<file path="src/rtl/imem_req_ctrl_if.sv">
// Fetch-side and instruction-memory-side signal bundle for imem_req_ctrl.
// Ports: pc/redirect/stall in from fetch; instr_in/imem_ready/timeout_err out to fetch;
//        mem_req/mem_addr out to memory; mem_ack/mem_rdata in from memory.
interface imem_req_ctrl_if #(
  parameter int ADDR_W = 32,
  parameter int DATA_W = 32
);
  logic [ADDR_W-1:0] pc;
  logic              redirect;
  logic              stall;
  logic              mem_req;
  logic [ADDR_W-1:0] mem_addr;
  logic              mem_ack;
  logic [DATA_W-1:0] mem_rdata;
  logic [DATA_W-1:0] instr_in;
  logic              imem_ready;
  logic              timeout_err;

  // master: the request controller
  modport master (
    input  pc, redirect, stall, mem_ack, mem_rdata,
    output mem_req, mem_addr, instr_in, imem_ready, timeout_err
  );

  // slave: the fetch stage plus instruction memory surrounding the controller
  modport slave (
    output pc, redirect, stall, mem_ack, mem_rdata,
    input  mem_req, mem_addr, instr_in, imem_ready, timeout_err
  );
endinterface

</file>
<file path="src/rtl/imem_req_ctrl.sv">
// Instruction-memory request controller: turns the fetch PC into req/ack reads.
// Latency: launch cycle + memory latency; a same-cycle ack gives 2 cycles per instruction.
// Backpressure: stall with a returned word parks it in a one-word buffer (HOLD) until stall drops.
// Ports: i_clk, i_rst_n (async, active-low), io_bus (imem_req_ctrl_if.master).
module imem_req_ctrl #(
  parameter int ADDR_W  = 32,
  parameter int DATA_W  = 32,
  parameter int TIMEOUT = 16   // must be >= 2
) (
  input  logic             i_clk,
  input  logic             i_rst_n,
  imem_req_ctrl_if.master  io_bus
);

  localparam int CNT_W = $clog2(TIMEOUT + 1);
  localparam logic [CNT_W-1:0] CNT_MAX = CNT_W'(TIMEOUT);
  localparam logic [CNT_W-1:0] CNT_PRE = CNT_W'(TIMEOUT - 1);

  typedef enum logic [1:0] {S_IDLE, S_REQ, S_DRAIN, S_HOLD} state_t;

  state_t            r_state;
  logic [ADDR_W-1:0] r_addr;
  logic [DATA_W-1:0] r_buf;
  logic [CNT_W-1:0]  r_wait_cnt;
  logic              r_timeout_err;
  logic              r_mem_req;

  logic              w_ready;
  logic [DATA_W-1:0] w_instr;

  // The request stays outstanding past the timeout; the error flag is only a
  // sticky diagnostic and does not abort the read.
  always_ff @(posedge i_clk or negedge i_rst_n) begin
    if (!i_rst_n) begin
      r_state       <= S_IDLE;
      r_addr        <= '0;
      r_buf         <= '0;
      r_wait_cnt    <= '0;
      r_timeout_err <= 1'b0;
      r_mem_req     <= 1'b0;
    end else begin
      case (r_state)
        S_IDLE: begin
          if (!io_bus.redirect) begin
            r_addr     <= io_bus.pc;
            r_mem_req  <= 1'b1;
            r_wait_cnt <= '0;
            r_state    <= S_REQ;
          end
        end
        S_REQ: begin
          if (io_bus.mem_ack) begin
            r_mem_req <= 1'b0;
            if (!io_bus.redirect && io_bus.stall) begin
              r_buf   <= io_bus.mem_rdata;
              r_state <= S_HOLD;
            end else begin
              r_state <= S_IDLE;
            end
          end else if (io_bus.redirect) begin
            // Read is still in flight at the memory; wait for its ack and drop it.
            r_wait_cnt <= '0;
            r_state    <= S_DRAIN;
          end else if (r_wait_cnt != CNT_MAX) begin
            r_wait_cnt <= r_wait_cnt + 1'b1;
            if (r_wait_cnt == CNT_PRE) r_timeout_err <= 1'b1;
          end
        end
        S_DRAIN: begin
          if (io_bus.mem_ack) begin
            r_mem_req <= 1'b0;
            r_state   <= S_IDLE;
          end else if (r_wait_cnt != CNT_MAX) begin
            r_wait_cnt <= r_wait_cnt + 1'b1;
            if (r_wait_cnt == CNT_PRE) r_timeout_err <= 1'b1;
          end
        end
        S_HOLD: begin
          // redirect drops the buffered word; ~stall means fetch consumed it
          if (io_bus.redirect || !io_bus.stall) r_state <= S_IDLE;
        end
        default: r_state <= S_IDLE;
      endcase
    end
  end

  // Data path to fetch is combinational so a same-cycle ack reaches fetch
  // without an extra bubble; redirect always suppresses the word.
  always_comb begin
    w_ready = 1'b0;
    w_instr = '0;
    case (r_state)
      S_REQ: begin
        if (io_bus.mem_ack && !io_bus.redirect) begin
          w_ready = 1'b1;
          w_instr = io_bus.mem_rdata;
        end
      end
      S_HOLD: begin
        if (!io_bus.redirect) begin
          w_ready = 1'b1;
          w_instr = r_buf;
        end
      end
      default: ;
    endcase
  end

  assign io_bus.mem_req     = r_mem_req;
  assign io_bus.mem_addr    = r_addr;
  assign io_bus.imem_ready  = w_ready;
  assign io_bus.instr_in    = w_instr;
  assign io_bus.timeout_err = r_timeout_err;

endmodule

</file>
<file path="src/flat_wrapper.sv">
// flat-port wrapper written by rule: the top's interface ports become plain ports
module imem_req_ctrl_flat 
#(
  parameter int ADDR_W  = 32,
  parameter int DATA_W  = 32,
  parameter int TIMEOUT = 16                  
)
  (i_clk, i_rst_n, io_bus_pc, io_bus_redirect, io_bus_stall, io_bus_mem_ack, io_bus_mem_rdata, io_bus_mem_req, io_bus_mem_addr, io_bus_instr_in, io_bus_imem_ready, io_bus_timeout_err);
  imem_req_ctrl_if #(.ADDR_W(ADDR_W), .DATA_W(DATA_W)) io_bus_i ();
  input  logic i_clk;
  input  logic i_rst_n;
  input wire logic [$bits(io_bus_i.pc)-1:0] io_bus_pc;
  input wire logic [$bits(io_bus_i.redirect)-1:0] io_bus_redirect;
  input wire logic [$bits(io_bus_i.stall)-1:0] io_bus_stall;
  input wire logic [$bits(io_bus_i.mem_ack)-1:0] io_bus_mem_ack;
  input wire logic [$bits(io_bus_i.mem_rdata)-1:0] io_bus_mem_rdata;
  output wire logic [$bits(io_bus_i.mem_req)-1:0] io_bus_mem_req;
  output wire logic [$bits(io_bus_i.mem_addr)-1:0] io_bus_mem_addr;
  output wire logic [$bits(io_bus_i.instr_in)-1:0] io_bus_instr_in;
  output wire logic [$bits(io_bus_i.imem_ready)-1:0] io_bus_imem_ready;
  output wire logic [$bits(io_bus_i.timeout_err)-1:0] io_bus_timeout_err;
  assign io_bus_i.pc = io_bus_pc;
  assign io_bus_i.redirect = io_bus_redirect;
  assign io_bus_i.stall = io_bus_stall;
  assign io_bus_i.mem_ack = io_bus_mem_ack;
  assign io_bus_i.mem_rdata = io_bus_mem_rdata;
  assign io_bus_mem_req = io_bus_i.mem_req;
  assign io_bus_mem_addr = io_bus_i.mem_addr;
  assign io_bus_instr_in = io_bus_i.instr_in;
  assign io_bus_imem_ready = io_bus_i.imem_ready;
  assign io_bus_timeout_err = io_bus_i.timeout_err;
  imem_req_ctrl #(.ADDR_W(ADDR_W), .DATA_W(DATA_W), .TIMEOUT(TIMEOUT)) u_core (.i_clk(i_clk), .i_rst_n(i_rst_n), .io_bus(io_bus_i));
endmodule
</file>
<file path="config.mk">
export PLATFORM = sky130hd
export DESIGN_NAME = imem_req_ctrl_flat
export DESIGN_NICKNAME = d
export VERILOG_FILES = /design/src/rtl/imem_req_ctrl_if.sv /design/src/rtl/imem_req_ctrl.sv /design/src/flat_wrapper.sv
export SDC_FILE = /design/constraint.sdc
export NUM_CORES = 1
export LEC_CHECK = 0
export ABC_AREA = 1
export BUFFER_PORTS_ARGS = -buffer_cell sky130_fd_sc_hd__clkbuf_2
export CAP_MARGIN = 40
export CORE_UTILIZATION = 35
export CTS_BUF_LIST = sky130_fd_sc_hd__clkbuf_8
export DETAILED_ROUTE_END_ITERATION = 6
export PLACE_DENSITY = 0.69
export SLEW_MARGIN = 5
export SYNTH_ARGS = -nofsm -noshare
export SYNTH_HDL_FRONTEND = slang
export SYNTH_SLANG_ARGS = --single-unit
export TNS_END_PERCENT = 20
</file>
<file path="constraint.sdc">
create_clock -name i_clk -period 1.9 [get_ports i_clk]
set_input_delay 0.19 -clock i_clk [delete_from_list [all_inputs] [get_ports i_clk]]
set_output_delay 0.19 -clock i_clk [all_outputs]
set_load 0.005 [all_outputs]
</file>
==> results of run 1 <==
[worst max-delay path: cells and delay by family, from the launching register on]
family / cells / cell delay [ps]
flip-flops: 1 / 410
AO/OA/AOI/OAI: 1 / 140
buffers and inverters: 3 / 330
adder cells (fa/ha/maj): 1 / 140
AND/OR/NAND/NOR: 2 / 300
[kinds of logic after synthesis]
| group | share of synthesized area (%) |
|---|---|
| AND/OR/NAND/NOR | 15.6 |
| multiplexers | 9.83 |
| flip-flops | 49.8 |
| adder cells (fa/ha/maj) | 2.39 |
| AO/OA/AOI/OAI | 13.4 |
| buffers and inverters | 9.01 |
[stage by stage]
stage | setup slack (ps) | instance area, sq um
4_1_cts | -24.1 | 4660
3_3_place_gp | 194 | 4450
5_1_grt | -54.4 | 4820
2_1_floorplan | 377 | 3670
3_5_place_dp | 150 | 4450
6_report | 44.9 | 4820
[state kept, by name (all words and copies together) (netlist names)]
name	flops
u_core.io_bus.mem_addr	32
u_core.io_bus.mem_req	1
u_core.io_bus.timeout_err	1
u_core.r_buf	32
u_core.r_state	2
u_core.r_wait_cnt	5
[how the worst min path moves through the flow]
stage / start / endpoint / depth (start not counted) / slack (ps)
after detailed placement: i_rst_n / u_core.r_buf[9] / 1 / 150
after CTS: io_bus_pc[29] / u_core.io_bus.mem_addr[29] / 2 / 50
after global routing: io_bus_pc[29] / u_core.io_bus.mem_addr[29] / 2 / 50
final: io_bus_pc[29] / u_core.io_bus.mem_addr[29] / 2 / 60
after floorplan: i_rst_n / u_core.io_bus.mem_addr[0] / 0 / -110
after global placement: i_rst_n / u_core.r_buf[9] / 1 / 140
[synthesized netlist by cell type (2+ instances only)]
cell type	count	share of area, %
nand3_1	41	5.6
ha_1	7	2.4
clkbuf_1	6	0.61
buf_6	9	2.8
nand2_1	75	7.7
o21ai_0	28	3.8
o21ai_2	31	7.4
o21ai_1	8	1.1
dfrtp_1	73	50
mux2_2	29	8.9
buf_4	3	0.61
inv_1	45	4.6
nand2_4	2	0.61
nor2_1	6	0.61
mux2_1	3	0.92
[area by class of cell]
cell class | instances | area [sq um]
clock buffer | 9 | 124
clock inverter | 7 | 47.5
fill | 930 | 5130
inverter | 47 | 191
multi-input combinational | 239 | 1620
sequential | 73 | 1830
tap | 133 | 166
timing repair buffer | 148 | 820
timing repair inverter | 2 | 20.0
[power groups by stage]
stage,clock (mW),sequential [mW],combinational [mW]
global route,1.18,2.83,3.04
detailed placement,0,2.75,2.55
CTS,1.11,2.72,2.59
global placement,0,2.71,2.48
floorplan,0,2.70,1.67
finish,1.06,2.73,2.73
[metal layers]
metal / vias to the layer above / GRT usage [%] / wire (microns)
met1: 1511 / 17.7 / 3550
li1: 1518 / - / -
met5: - / 0 / 0
met4: 0 / 6.12 / 178
met3: 15 / 3.88 / 315
met2: 77 / 28.0 / 4460
[repair_timing]
action / CTS / global route
hold buffers: 1 / 0
endpoints found under the hold margin: 29 / 0
endpoints found under the setup margin: 32 / 33
setup buffers: 2 / 3
cloned: 0 / 2
pin swaps: 1 / 2
resized for setup: 15 / 46
==> flow_summary_export.csv, run 1 <==
group,metric,value,unit
cells_and_area,final_cells,658,
synth,syn_avg_cell_area,9.70,sq um
place,hpwl,5960,microns
worst_setup_path,critPathKind,"reg2out",
routing,first_pass_iters,4,
grt,grt_pass1_vias,3072,
synth,yosys_register_bits,73,
cells_and_area,syn2layout_area_growth,31.5,%
grt,grt_antenna_before_repair,0,
synth,synthFlopType,"dfrtp_1",
run_status,status,"completed",
synth,syn_inst,378,
routing,route.antenna.remaining_nets,0,
timing,rsz0062_at_grt,"true",
clock_tree,clk_latency,340,ps
cells_and_area,nNetsFinal,596,
synth,synth_area,0.00367,sq mm
routing,vias,3121,
worst_setup_path,crit_arrival,1670,ps
synth,synth_warnings,0,
timing,fin_skew,7.15,ps
die,die_h,104,microns
grt,grt_usage,15.6,%
die,die_area,0.0109,sq mm
power_and_ir_drop,p_per_area,1350,mW/mm^2
die,row_count,36,
power_and_ir_drop,p_int,4.11,mW
grt,grt_pass1_wl,13900,microns
cells_and_area,final_layout_size_suffix_gt1_share,49.0,%
die,ios,136,
routing,drc,0,
worst_setup_path,slowest_stage,"dfrtp_1",
timing,timing_worst_slew_pin_value,458,ps
hold_path,hold_path_class,"in2reg",
die,dieWidth,104,microns
timing,relSlewSlack,69.5,%
worst_setup_path,path_cells,"inv_2 -> ha_4 -> nand2_4 -> nor2_8 -> inv_8 -> o21ai_2 -> clkbuf_2",
power_and_ir_drop,p_total,6.52,mW
worst_setup_path,ff2ff_path_depth,9,
worst_setup_path,cp_data_required_time,1710,ps
worst_setup_path,cp-startpoint,"u_core.r_state[1]",
die,start_util,36.8,%
power_and_ir_drop,leakage,2.54,nW
timing,timing.fmax,0.539,GHz
clock_tree,clkTransAtPathRegs,80,ps
clock_tree,cts-buffers-inserted,9,
power_and_ir_drop,p_switching,2.41,mW
timing,slew_viol_final,0,
timing,period_needed,1860,ps
synth,ys_types,27,
place,port_buffers,135,
power_and_ir_drop,seqPwrFrac,41.8,%
clock_tree,cts_buffer_depth,2,
worst_setup_path,endpoint_kind,"output port",
cells_and_area,mostFrequentLayoutCell,"clkbuf_2",
routing,drtIter0Drc,113,
synth,synth_edf_count,0,
place,gp_congestion,0.782,
cells_and_area,antenna_cells,0,
clock_tree,h-tree-depth,3,
routing,routed_wl,8500,microns
grt,grt_max_degree,45,
worst_setup_path,worst-r2r-setup-slack,170,ps
timing,hold_viol,0,
worst_setup_path,cp_max_fo,16,
synth,async_flop_share,100,%
clock_tree,cts_sinks,73,
power_and_ir_drop,irDropWorstVdd,619,uV
worst_setup_path,critical_path.endpoint,"io_bus_instr_in[22]",
flow_run,cap_violations,0,
synth,syn-num-nets,454,
clock_tree,cts_root_buf,"clkbuf_8",
routing,drt-vias-per-instance,4.74,
cells_and_area,final_cell_mix,"clkbuf_2, nand2_1, dfrtp_1, o21ai_2, inv_1",
power_and_ir_drop,combPwrFrac,41.9,%
routing,wl_per_cell,12.9,microns
die,fp.coreArea,0.00995,sq mm
clock_tree,tritoncts,"yes",
worst_setup_path,rr_startpoint,"u_core.r_state[1]",
timing,fin_crit_sh,97.6,%
cells_and_area,post-route-util,48.4,%
grt,overflow,0,
worst_setup_path,cpPeakStageDelay,410,ps
worst_setup_path,start_kind,"register",
power_and_ir_drop,swShare,36.9,%
timing,timing.setup.tns,0,ps
place,dp.cells,634,
timing,setup_viol,0,
synth,ys_seq_area_share,49.8,%
worst_setup_path,r2r_end,"u_core.r_buf[7]",
timing,holdWs,59.9,ps
power_and_ir_drop,clkPwrFrac,16.3,%
Note: power is estimated with default switching activity, not from simulation.
==> run 2: changes to the inputs <==
Settings changed: REMOVE_ABC_BUFFERS set to 1.
==> flow_summary_export.csv, run 2 (synthesis gave the netlist of run 1 again) <==
group,metric,value,unit
flow_run,cap_violations,0,
timing,holdWs,54.4,ps
clock_tree,h-tree-depth,3,
power_and_ir_drop,seqPwrFrac,40.6,%
hold_path,hold_path_class,"in2reg",
worst_setup_path,critPathKind,"reg2out",
die,row_count,36,
cells_and_area,mostFrequentLayoutCell,"clkbuf_2",
routing,first_pass_iters,4,
grt,overflow,0,
timing,period_needed,1890,ps
place,port_buffers,135,
cells_and_area,final_cells,659,
worst_setup_path,slowest_stage,"dfrtp_1",
power_and_ir_drop,leakage,2.56,nW
power_and_ir_drop,p_switching,2.41,mW
timing,setup_viol,0,
timing,relSlewSlack,68.4,%
routing,drt-vias-per-instance,4.71,
power_and_ir_drop,clkPwrFrac,18.8,%
grt,grt_pass1_wl,14000,microns
worst_setup_path,path_buf_inv,4,
cells_and_area,nNetsFinal,597,
die,die_area,0.0109,sq mm
run_status,status,"completed",
clock_tree,cts_buffer_depth,2,
die,die_h,104,microns
cells_and_area,antenna_cells,0,
clock_tree,clk_latency,350,ps
die,dieWidth,104,microns
clock_tree,cts_root_buf,"clkbuf_8",
routing,routed_wl,8350,microns
die,ios,136,
place,hpwl,5890,microns
worst_setup_path,endpoint_kind,"output port",
timing,hold_viol,0,
routing,drc,0,
cells_and_area,final_layout_size_suffix_gt1_share,46.0,%
clock_tree,cts_sinks,73,
worst_setup_path,critPathTopFamily,"buffers and inverters",
die,fp.coreArea,0.00995,sq mm
cells_and_area,final_cell_mix,"clkbuf_2, nand2_1, dfrtp_1, inv_1, nand3_1",
clock_tree,clkTransAtPathRegs,80,ps
grt,grtUsageMet1,18.7,%
power_and_ir_drop,combPwrFrac,40.7,%
place,dp.cells,635,
worst_setup_path,start_kind,"register",
worst_setup_path,cp_max_fo,13,
power_and_ir_drop,irDropWorstVdd,661,uV
worst_setup_path,crit_arrival,1700,ps
place,gp_congestion,0.788,
worst_setup_path,cp_data_required_time,1710,ps
routing,route.antenna.remaining_nets,0,
grt,grt_usage,15.9,%
power_and_ir_drop,p_total,6.73,mW
timing,fin_crit_sh,99.6,%
cells_and_area,post-route-util,48.6,%
clock_tree,tritoncts,"yes",
clock_tree,cts-buffers-inserted,9,
grt,met3_usage,3.51,%
cells_and_area,syn2layout_area_growth,31.9,%
power_and_ir_drop,p_per_area,1390,mW/mm^2
grt,grt_antenna_before_repair,0,
routing,wl_per_cell,12.7,microns
die,start_util,36.8,%
timing,fin_skew,5.68,ps
place,post-place-ws,102,ps
power_and_ir_drop,swShare,35.8,%
cells_and_area,fillers,903,
timing,timing_worst_slew_pin_value,473,ps
grt,grt_max_degree,53,
worst_setup_path,path_cells,"inv_2 -> ha_4 -> nand2_4 -> nor2_8 -> inv_8 -> buf_12 -> o21ai_1 -> clkbuf_2",
routing,vias,3103,
grt,grt_pass1_vias,3140,
timing,setup_ws,7.32,ps
worst_setup_path,cpPeakStageDelay,410,ps
routing,drtIter0Drc,117,
timing,timing.fmax,0.528,GHz
grt,globalRouteMet2Util,27.9,%
power_and_ir_drop,p_int,4.32,mW
timing,rsz0062_at_grt,"true",
timing,slew_viol_final,0,
grt,busiest_layer,"met2",
-- run 2: cell count changes in the layout (fill, tap and decap cells not counted), moves of 3 or more --
cell | previous run | this run
buf_12 | 3 | 6
buf_2 | 3 | 16
clkbuf_2 | 131 | 118
o21ai_0 | 5 | 13
o21ai_1 | 12 | 18
o21ai_2 | 50 | 36
-- run 2: path summary, 6_finish.rpt --
path	startpoint	slack, ps	cells past startpoint	end
min in group asynchronous	i_rst_n	330	2	u_core.r_buf[24]
min reg2reg	u_core.r_buf[6]	490	2	u_core.r_buf[6]
max in group asynchronous	i_rst_n	980	3	u_core.io_bus.mem_addr[15]
max reg2reg	u_core.r_state[0]	220	5	u_core.io_bus.mem_addr[12]
max	u_core.r_state[1]	7	8	io_bus_instr_in[1]
min	io_bus_pc[29]	50	2	u_core.io_bus.mem_addr[29]
-- run 2: stage by stage --
| step | setup TNS [ps] | cell area (sq um) |
|---|---|---|
| finish | 0 | 4840 |
| global route | -800 | 4840 |
| CTS | -105 | 4770 |
| detailed placement | 0 | 4480 |
| global placement | 0 | 4480 |
| floorplan | 0 | 3510 |
-- run 2: power by group through the flow --
stage | clock network (mW) | logic, mW | registers, mW
after floorplan | 0 | 1.57 | 2.70
after global routing | 1.38 | 3.06 | 2.84
after detailed placement | 0 | 2.61 | 2.75
final | 1.26 | 2.74 | 2.73
after global placement | 0 | 2.53 | 2.70
after CTS | 1.30 | 2.71 | 2.73
-- run 2: final cells by class --
| type | count | area [sq um] | share of cell area, % |
|---|---|---|---|
| Multi-Input combinational cell | 239 | 1560 | 32.2 |
| Sequential cell | 73 | 1830 | 37.8 |
| Tap cell | 133 | 166 | 3.44 |
| Clock buffer | 10 | 138 | 2.85 |
| Timing Repair Buffer | 151 | 893 | 18.5 |
| Inverter | 47 | 186 | 3.86 |
| Clock inverter | 6 | 66.3 | 1.37 |
-- run 2: worst register-to-register path, stage by stage (launching register included) --
cell and delay [ps]:
dfrtp_2 440, inv_1 90, ha_1 260, nand2_4 220, buf_12 210, mux2_2 350
-- run 2: timing repair --
item	4_1_cts	5_1_grt
endpoints found under the hold margin	34	0
cloned	0	1
pin swaps	1	1
resized for setup	19	27
hold buffers	1	0
endpoints found under the setup margin	32	29
setup buffers	5	1
-- run 2: metal layers --
| layer | part of all wire (%) | up-vias |
|---|---|---|
| met2 | 51 | 83 |
| met1 | 43 | 1481 |
| met3 | 4.3 | 16 |
| met5 | 0 | - |
| li1 | - | 1523 |
| met4 | 1.8 | 0 |
==> run 3: changes to the inputs <==
==> constraint.sdc (replaced) <==
create_clock -name i_clk -period 1.9 [get_ports i_clk]
set_input_delay 0 -clock i_clk [delete_from_list [all_inputs] [get_ports i_clk]]
set_output_delay 0 -clock i_clk [all_outputs]
set_load 0.005 [all_outputs]
==> flow_summary_export.csv, run 3 (synthesis gave the netlist of run 1 again) <==
group,metric,value,unit
run_status,status,"completed",
timing,slew_viol_final,0,
timing,hold_viol,0,
worst_setup_path,path_cells,"inv_1 -> ha_1 -> nand2_2 -> nor2_8 -> inv_6 -> o21ai_0 -> clkbuf_2",
place,post-place-ws,247,ps
cells_and_area,final_layout_size_suffix_gt1_share,38.6,%
die,row_count,36,
cells_and_area,mostFrequentLayoutCell,"clkbuf_2",
place,port_buffers,135,
clock_tree,cts-buffers-inserted,9,
hold_path,hold_path_class,"in2reg",
clock_tree,clk_latency,350,ps
grt,grt_pass1_vias,3348,
grt,grt_max_degree,64,
cells_and_area,antenna_cells,0,
timing,timing.fmax,0.564,GHz
cells_and_area,final_area,0.00534,sq mm
grt,busiest_layer,"met2",
grt,globalRouteMet2Util,32.3,%
routing,vias,3312,
place,dpl_cell_area,0.00445,sq mm
timing,fin_crit_sh,93.4,%
die,dieWidth,104,microns
timing,setup_viol,0,
cells_and_area,nNetsFinal,656,
worst_setup_path,start_kind,"register",
place,gp_congestion,0.751,
grt,grt_pass1_wl,15900,microns
timing,relSlewSlack,69.1,%
clock_tree,post_cts.repair.setup_buffers,0,
flow_run,cap_violations,0,
grt,grt_antenna_before_repair,0,
die,ios,136,
clock_tree,cts_buffer_depth,2,
worst_setup_path,slowest_stage,"dfrtp_1",
power_and_ir_drop,p_per_area,1250,mW/mm^2
timing,timing_worst_slew_pin_value,464,ps
cells_and_area,final_cell_mix,"clkbuf_2, nand2_1, dfrtp_1, dlygate4sd3_1, inv_1",
clock_tree,h-tree-depth,3,
die,die_area,0.0109,sq mm
cells_and_area,syn2layout_area_growth,45.6,%
timing,period_needed,1770,ps
grt,grt_usage,18.3,%
routing,drt-vias-per-instance,4.61,
worst_setup_path,crit_arrival,1770,ps
worst_setup_path,path_buf_inv,3,
worst_setup_path,cpPeakStageDelay,420,ps
clock_tree,tritoncts,"yes",
timing,rsz0062_at_grt,"true",
die,die_h,104,microns
routing,wl_per_cell,13.3,microns
worst_setup_path,critPathKind,"reg2out",
routing,routed_wl,9580,microns
die,fp.coreArea,0.00995,sq mm
timing,setup_ws,126,ps
grt,grtUsageMet1,21.8,%
die,start_util,36.8,%
routing,route.antenna.remaining_nets,0,
cells_and_area,post-route-util,53.6,%
worst_setup_path,cp_max_fo,32,
grt,overflow,0,
worst_setup_path,endpoint_kind,"output port",
timing,fin_skew,6.50,ps
routing,first_pass_iters,4,
clock_tree,clkTransAtPathRegs,80,ps
power_and_ir_drop,leakage,2.76,nW
timing,holdWs,126,ps
grt,met3_usage,3.76,%
routing,drtIter0Drc,172,
worst_setup_path,cp_data_required_time,1900,ps
routing,drc,0,
power_and_ir_drop,irDropWorstVdd,833,uV
place,hpwl,5950,microns
worst_setup_path,critPathTopFamily,"flip-flops",
clock_tree,cts_root_buf,"clkbuf_8",
clock_tree,cts_sinks,73,
-- run 3: changes by cell type in the layout (fill, tap and decap cells not counted), sizes merged --
cell         before  now
inv              48   50
clkinv            1    2
clkbuf          129  143
dlygate4sd3       1   68
clkinvlp          3    1
buf              31    8
-- run 3: final timing paths --
check	startpoint	slack [ps]	depth (start not counted)	to
worst max-delay path	u_core.r_state[1]	130	7	io_bus_instr_in[31]
worst min-delay path	io_bus_stall	130	4	u_core.r_state[0]
worst max register to register	u_core.r_state[1]	160	7	u_core.r_buf[10]
worst min register to register	u_core.r_buf[10]	480	2	u_core.r_buf[10]
max in group asynchronous	i_rst_n	1170	3	u_core.r_buf[16]
min in group asynchronous	i_rst_n	140	2	u_core.r_buf[24]
-- run 3: area by class of cell --
class                      instances  area [sq um]
fill                             877          4620
sequential                        73          1830
multi-input combinational        239          1510
timing repair buffer             210          1450
inverter                          47           184
tap                              133           166
clock buffer                       9           124
clock inverter                     7          77.6
-- run 3: repair_timing --
action,in CTS,in global routing
setup endpoints to repair,23,31
gates resized for setup,1,17
hold endpoints to repair,126,0
hold buffers,68,0
-- run 3: worst min-delay path: stages --
cell and delay (ps):
clkbuf_2 130, nand2_1 100, o21a_1 110, o21ai_0 90
-- run 3: report_power, final --
group / total [mW] / internal (mW) / leakage (nW) / switching [mW]
registers: 2.74 / 2.30 / 0.892 / 0.439
logic: 2.70 / 1.34 / 1.76 / 1.35
clock network: 1.26 / 0.620 / 0.101 / 0.640
total: 6.70 / 4.26 / 2.76 / 2.43
-- run 3: per-stage QoR --
stage | power, mW | TNS, ps | instances
after CTS | 6.71 | 0 | 718
final | 6.70 | 0 | 718
after floorplan | 4.27 | 0 | 359
after global placement | 5.20 | 0 | 634
after global routing | 7.21 | -32.8 | 718
after detailed placement | 5.32 | 0 | 634
-- run 3: layer usage --
layer,part of all wire [%],up-vias
met5,0,-
met3,3.9,15
met2,52,90
li1,-,1637
met1,42,1570
met4,1.9,0
